--- src/rtl/seq_mult_16_bit_pkg.sv ---
// Shared definitions for the sequential shift-add multiplier and its adder.
package seq_mult_16_bit_pkg;

  typedef enum logic [1:0] {
    IDLE = 2'd0,
    RUN  = 2'd1,
    DONE = 2'd2
  } mult_state_t;

  localparam int unsigned MUL_ITER  = 16;
  localparam int unsigned PRODUCT_W = 32;

endpackage

--- src/rtl/cla_16_bit.sv ---
// 16-bit two-level carry-lookahead adder: 4-bit groups with group generate/propagate.
module cla_16_bit (
  input  logic [15:0] a,
  input  logic [15:0] b,
  input  logic        c_in,
  output logic [15:0] sum,
  output logic        c_out
);

  logic [15:0] g, p, c;
  logic [3:0]  gg, gp;
  logic [4:0]  gc;

  always_comb begin
    g  = a & b;
    p  = a ^ b;
    gg = '0;
    gp = '0;
    gc = '0;
    c  = '0;

    for (int unsigned k = 0; k < 4; k++) begin
      gg[k] = g[4*k+3]
            | (p[4*k+3] & g[4*k+2])
            | (p[4*k+3] & p[4*k+2] & g[4*k+1])
            | (p[4*k+3] & p[4*k+2] & p[4*k+1] & g[4*k]);
      gp[k] = &p[4*k +: 4];
    end

    // Second level: group carries resolved directly from c_in, no ripple between groups.
    gc[0] = c_in;
    gc[1] = gg[0] | (gp[0] & c_in);
    gc[2] = gg[1] | (gp[1] & gg[0]) | (gp[1] & gp[0] & c_in);
    gc[3] = gg[2] | (gp[2] & gg[1]) | (gp[2] & gp[1] & gg[0])
          | (gp[2] & gp[1] & gp[0] & c_in);
    gc[4] = gg[3] | (gp[3] & gg[2]) | (gp[3] & gp[2] & gg[1])
          | (gp[3] & gp[2] & gp[1] & gg[0])
          | (gp[3] & gp[2] & gp[1] & gp[0] & c_in);

    for (int unsigned k = 0; k < 4; k++) begin
      c[4*k]   = gc[k];
      c[4*k+1] = g[4*k] | (p[4*k] & gc[k]);
      c[4*k+2] = g[4*k+1] | (p[4*k+1] & g[4*k]) | (p[4*k+1] & p[4*k] & gc[k]);
      c[4*k+3] = g[4*k+2] | (p[4*k+2] & g[4*k+1]) | (p[4*k+2] & p[4*k+1] & g[4*k])
               | (p[4*k+2] & p[4*k+1] & p[4*k] & gc[k]);
    end

    sum   = p ^ c;
    c_out = gc[4];
  end

endmodule

--- src/rtl/seq_mult_16_bit.sv ---
// Sequential unsigned 16x16 shift-add multiplier; one iteration per clock through cla_16_bit.
module seq_mult_16_bit
  import seq_mult_16_bit_pkg::*;
#(
  parameter int unsigned WIDTH = 16,
  parameter int unsigned CNT_W = 5
) (
  input  logic                 clk,
  input  logic                 rst,
  input  logic                 start,
  input  logic [WIDTH-1:0]     a,
  input  logic [WIDTH-1:0]     b,
  output logic                 ready,
  output logic                 busy,
  output logic                 done,
  output logic [PRODUCT_W-1:0] product
);

  mult_state_t          state_q, state_d;
  logic [WIDTH-1:0]     acc_q, acc_d;
  logic [WIDTH-1:0]     mq_q, mq_d;
  logic [WIDTH-1:0]     mcand_q, mcand_d;
  logic [CNT_W-1:0]     count_q, count_d;
  logic [PRODUCT_W-1:0] product_q, product_d;

  logic [WIDTH-1:0]     add_b;
  logic [WIDTH-1:0]     sum;
  logic                 c_out;
  logic [PRODUCT_W-1:0] shifted;

  assign add_b = mq_q[0] ? mcand_q : '0;

  cla_16_bit u_cla (
    .a     (acc_q),
    .b     (add_b),
    .c_in  (1'b0),
    .sum   (sum),
    .c_out (c_out)
  );

  // The adder carry lands in acc's MSB, so the 33-bit partial sum is never truncated.
  assign shifted = {c_out, sum, mq_q[WIDTH-1:1]};

  always_ff @(posedge clk or negedge rst) begin
    if (!rst) begin
      state_q   <= IDLE;
      acc_q     <= '0;
      mq_q      <= '0;
      mcand_q   <= '0;
      count_q   <= '0;
      product_q <= '0;
    end else begin
      state_q   <= state_d;
      acc_q     <= acc_d;
      mq_q      <= mq_d;
      mcand_q   <= mcand_d;
      count_q   <= count_d;
      product_q <= product_d;
    end
  end

  always_comb begin
    state_d   = state_q;
    acc_d     = acc_q;
    mq_d      = mq_q;
    mcand_d   = mcand_q;
    count_d   = count_q;
    product_d = product_q;

    case (state_q)
      IDLE: begin
        if (start) begin
          state_d = RUN;
          mcand_d = a;
          mq_d    = b;
          acc_d   = '0;
          count_d = '0;
        end
      end
      RUN: begin
        {acc_d, mq_d} = shifted;
        count_d       = count_q + 1'b1;
        if (count_q == CNT_W'(MUL_ITER - 1)) begin
          state_d   = DONE;
          product_d = shifted;
        end
      end
      DONE:    state_d = IDLE;
      default: state_d = IDLE;
    endcase
  end

  assign ready   = (state_q == IDLE);
  assign busy    = (state_q == RUN);
  assign done    = (state_q == DONE);
  assign product = product_q;

endmodule

--- config.mk ---
export PLATFORM = sky130hd
export DESIGN_NAME = seq_mult_16_bit
export DESIGN_NICKNAME = d
export VERILOG_FILES = /design/src/rtl/seq_mult_16_bit_pkg.sv /design/src/rtl/cla_16_bit.sv /design/src/rtl/seq_mult_16_bit.sv
export SDC_FILE = /design/constraint.sdc
export NUM_CORES = 1
export LEC_CHECK = 0
export ABC_AREA = 1
export CAP_MARGIN = 0
export CELL_PAD_IN_SITES_DETAIL_PLACEMENT = 0
export CELL_PAD_IN_SITES_GLOBAL_PLACEMENT = 1
export CORE_MARGIN = 2
export CORE_UTILIZATION = 43
export CTS_CLUSTER_SIZE = 24
export DETAILED_ROUTE_END_ITERATION = 7
export GPL_ROUTABILITY_DRIVEN = 1
export HOLD_SLACK_MARGIN = 0.02
export PLACE_DENSITY_LB_ADDON = 0.1
export RECOVER_POWER = 25
export SYNTH_ARGS = -nofsm -noshare
export SYNTH_HDL_FRONTEND = slang
export SYNTH_HIERARCHICAL = 1
export SYNTH_SLANG_ARGS = --single-unit
--- constraint.sdc ---
create_clock -name clk -period 4.9 [get_ports clk]
set_input_delay 0.49 -clock clk [delete_from_list [all_inputs] [get_ports clk]]
set_output_delay 0.49 -clock clk [all_outputs]
set_load 0.05 [all_outputs]
==> results.toml <==
[yosys]
synth_edf_count = 0
synth_seq_cells = 87
synth-seq-area-share = 0.497
synth_area_sq_mm = 0.00438
synth_area_per_cell_sq_um = 8.03
synthArstFlopShare = 1.00
ys.warnings.count = 6
synth_flop_cell = "dfrtp_1"
ys_types = 32
postSynthCellCount = 546

[min_path]
min_path_type = "reg -> reg"

[outcome]
status = "finished, violations left"
violations = "capacitance limit, slew limit"

[timing]
maxSlewViolCount = 33
fin_crit_sh = 0.595
rsz0062_at_grt = "false"
whs_ns = 0.476
worstMarginPinSlew_ns = 1.79
fin_crit_ns = 2.91
clock.fmax_ghz = 0.343
clock_skew_ns = 0.0120
setup_violations = 0
finalHoldViolCount = 0
fin_setup_tns_ns = 0
max_slew_margin = -0.191
layout_setup_ws_ns = 1.99

[placed_design]
hpwl_mm = 6.55
dp_slack_ns = 2.31
io_buffers = 69
gp_congestion = 0.843

[routing]
antenna_left = 0
wl_met3_um = 412
wl_mm = 9.67
via_per_inst = 4.77
highest_layer = "met4"
routedWlPerCell_um = 13.0
route.detailed.drc = 0
drtIter0Drc = 140
vias = 3558
wl_met2_mm = 4.44
met1_length_mm = 4.70
first_pass_iters = 4

[power_and_ir_drop]
p_sw_frac = 0.460
ir_drop_mv = 0.320
clock_power_share = 0.150
intPower_mw = 1.88
powerDensity_mw_per_mm2 = 651
switchingPower_mw = 1.60
comb_power_share = 0.488
pwr-share-seq = 0.362
power_leakage_nw = 2.82

[clocking]
cts_max_level = 3
cts_buffer_depth = 2
hold_buffers = 0
root_buffer = "clkbuf_8"
clock-sinks = 87
clk_pin_slew_worst_paths_ns = 0.09
cts_tree = "built"
cts_resized = 0
postCtsSetupBuffers = 0
cts_made_buffers = 9
worstSkewPairLatency_ns = 0.36

[layout]
nets = 665
drive_above_1_share = 0.0555
antenna_cells = 0
area_growth_pct = 22.1

[floorplanning]
core_sq_mm = 0.00982
start_util = 0.446
rows = 36
die_w_um = 105
ioPinCount = 70
die_h_um = 105
dieArea_sq_mm = 0.0110

[critical_path]
path_max_fanout = 28
worstPathRequired_ns = 4.41
r2r_cells = 12
start_kind = "register"
r2r_start = "mq_q[0]"
rr_endpoint = "acc_q[12]"
end_kind = "primary output"
reg2reg_setup_slack_ns = 2.31
worstPathArrival_ns = 2.42
cp-endpoint = "ready"
worst-setup-path-type = "reg -> out"
startpoint = "state_q[0]"

[grt]
grt_pass1_wl_mm = 16.6
grt.total_usage = 0.187
antenna_found_initial = 0
grt_pass1_vias = 3580
grt_max_degree = 57
grt-ovfl-total = 0

[job]
maxCapViolations = 1
metal layers:
| metal | global-route usage | up-vias |
|---|---|---|
| li1 | - | 1821 |
| met1 | 0.245 | 1654 |
| met2 | 0.310 | 71 |
| met3 | 0.0412 | 12 |
| met4 | 0.0571 | 0 |
| met5 | 0 | - |
kinds of logic after synthesis:
| group | count (synthesis) | synth area share |
|---|---|---|
| fa+ha+maj | 22 | 0.0696 |
| simple gates | 299 | 0.282 |
| other cells | 1 | 0.000855 |
| flops | 87 | 0.497 |
| buf+inv | 81 | 0.0773 |
| xor+xnor | 7 | 0.0140 |
| compound gates | 49 | 0.0594 |
cell usage after synthesis (all sizes together) (4+ instances only):
library cell  count  area [sq um]
xor2              5          43.8
dfrtp            87          2180
buf              14          87.6
clkbuf            8          30.0
nor2              8          40.0
a21oi             6          30.0
ha               18           225
o21ai            37           185
nand2           235           907
fa                4          80.1
nand3            49           245
inv              59           221
placed cells by master, fill, tap and decap left out, drive strengths merged:
| master | n |
|---|---|
| nand4 | 2 |
| o21bai | 1 |
| bufinv | 1 |
| and2 | 2 |
| nand2 | 235 |
| nand3b | 1 |
| a21o | 2 |
| xor2 | 5 |
| conb | 2 |
| xnor2 | 2 |
| nand3 | 49 |
| a31oi | 2 |
| clkinvlp | 3 |
| nor2 | 8 |
| dfrtp | 87 |
| buf | 2 |
| a221oi | 1 |
| fa | 4 |
| clkinv | 2 |
| a21oi | 6 |
| clkdlybuf4s50 | 68 |
| o21ai | 37 |
| or2 | 1 |
| and3 | 1 |
| clkbuf | 12 |
| ha | 18 |
| inv | 59 |
metrics by stage:
stage	power, mW	utilization	area [sq um]	cells
floorplan	2.48	-	4390	547
global placement	2.95	0.525	5150	730
detailed placement	2.99	0.525	5150	730
CTS	3.53	0.546	5360	746
global route	3.79	0.545	5350	746
finish	3.49	0.545	5350	746
how the worst min path moves through the flow:
stage                     startpoint           to  cells after the start
after CTS                        rst    acc_q[10]                      1
after global routing      product[1]   product[1]                      2
final                     mcand_q[0]   mcand_q[0]                      2
after floorplan                  rst     acc_q[0]                      0
after global placement           rst  product[25]                      1
after detailed placement         rst    acc_q[10]                      1
cell type report:
type / instances / area, sq um
Clock buffer: 10 / 138
Multi-Input combinational cell: 379 / 1880
Fill cell: 999 / 4470
Timing Repair Buffer: 72 / 704
Inverter: 59 / 221
Tap cell: 133 / 166
Clock inverter: 6 / 70.1
Sequential cell: 87 / 2180
flip-flops by register name, indices dropped and copies added, names as in the netlist:
register  count
product      32
acc_q        16
mcand_q      16
mq_q         16
count_q       5
state_q       2
power groups by stage:
stage	registers, mW	logic [mW]	clock network [mW]
after floorplan	1.58	0.896	0
after global placement	1.27	1.69	0
after detailed placement	1.27	1.72	0
after CTS	1.27	1.72	0.538
after global routing	1.31	1.90	0.569
final	1.26	1.70	0.521
worst max-delay path, stage by stage, from the launching register on:
cell	delay, ns
dfrtp_1	0.53
nor2_4	0.61
clkdlybuf4s50_1	0.93
Power figures use the tool's default switching activity.
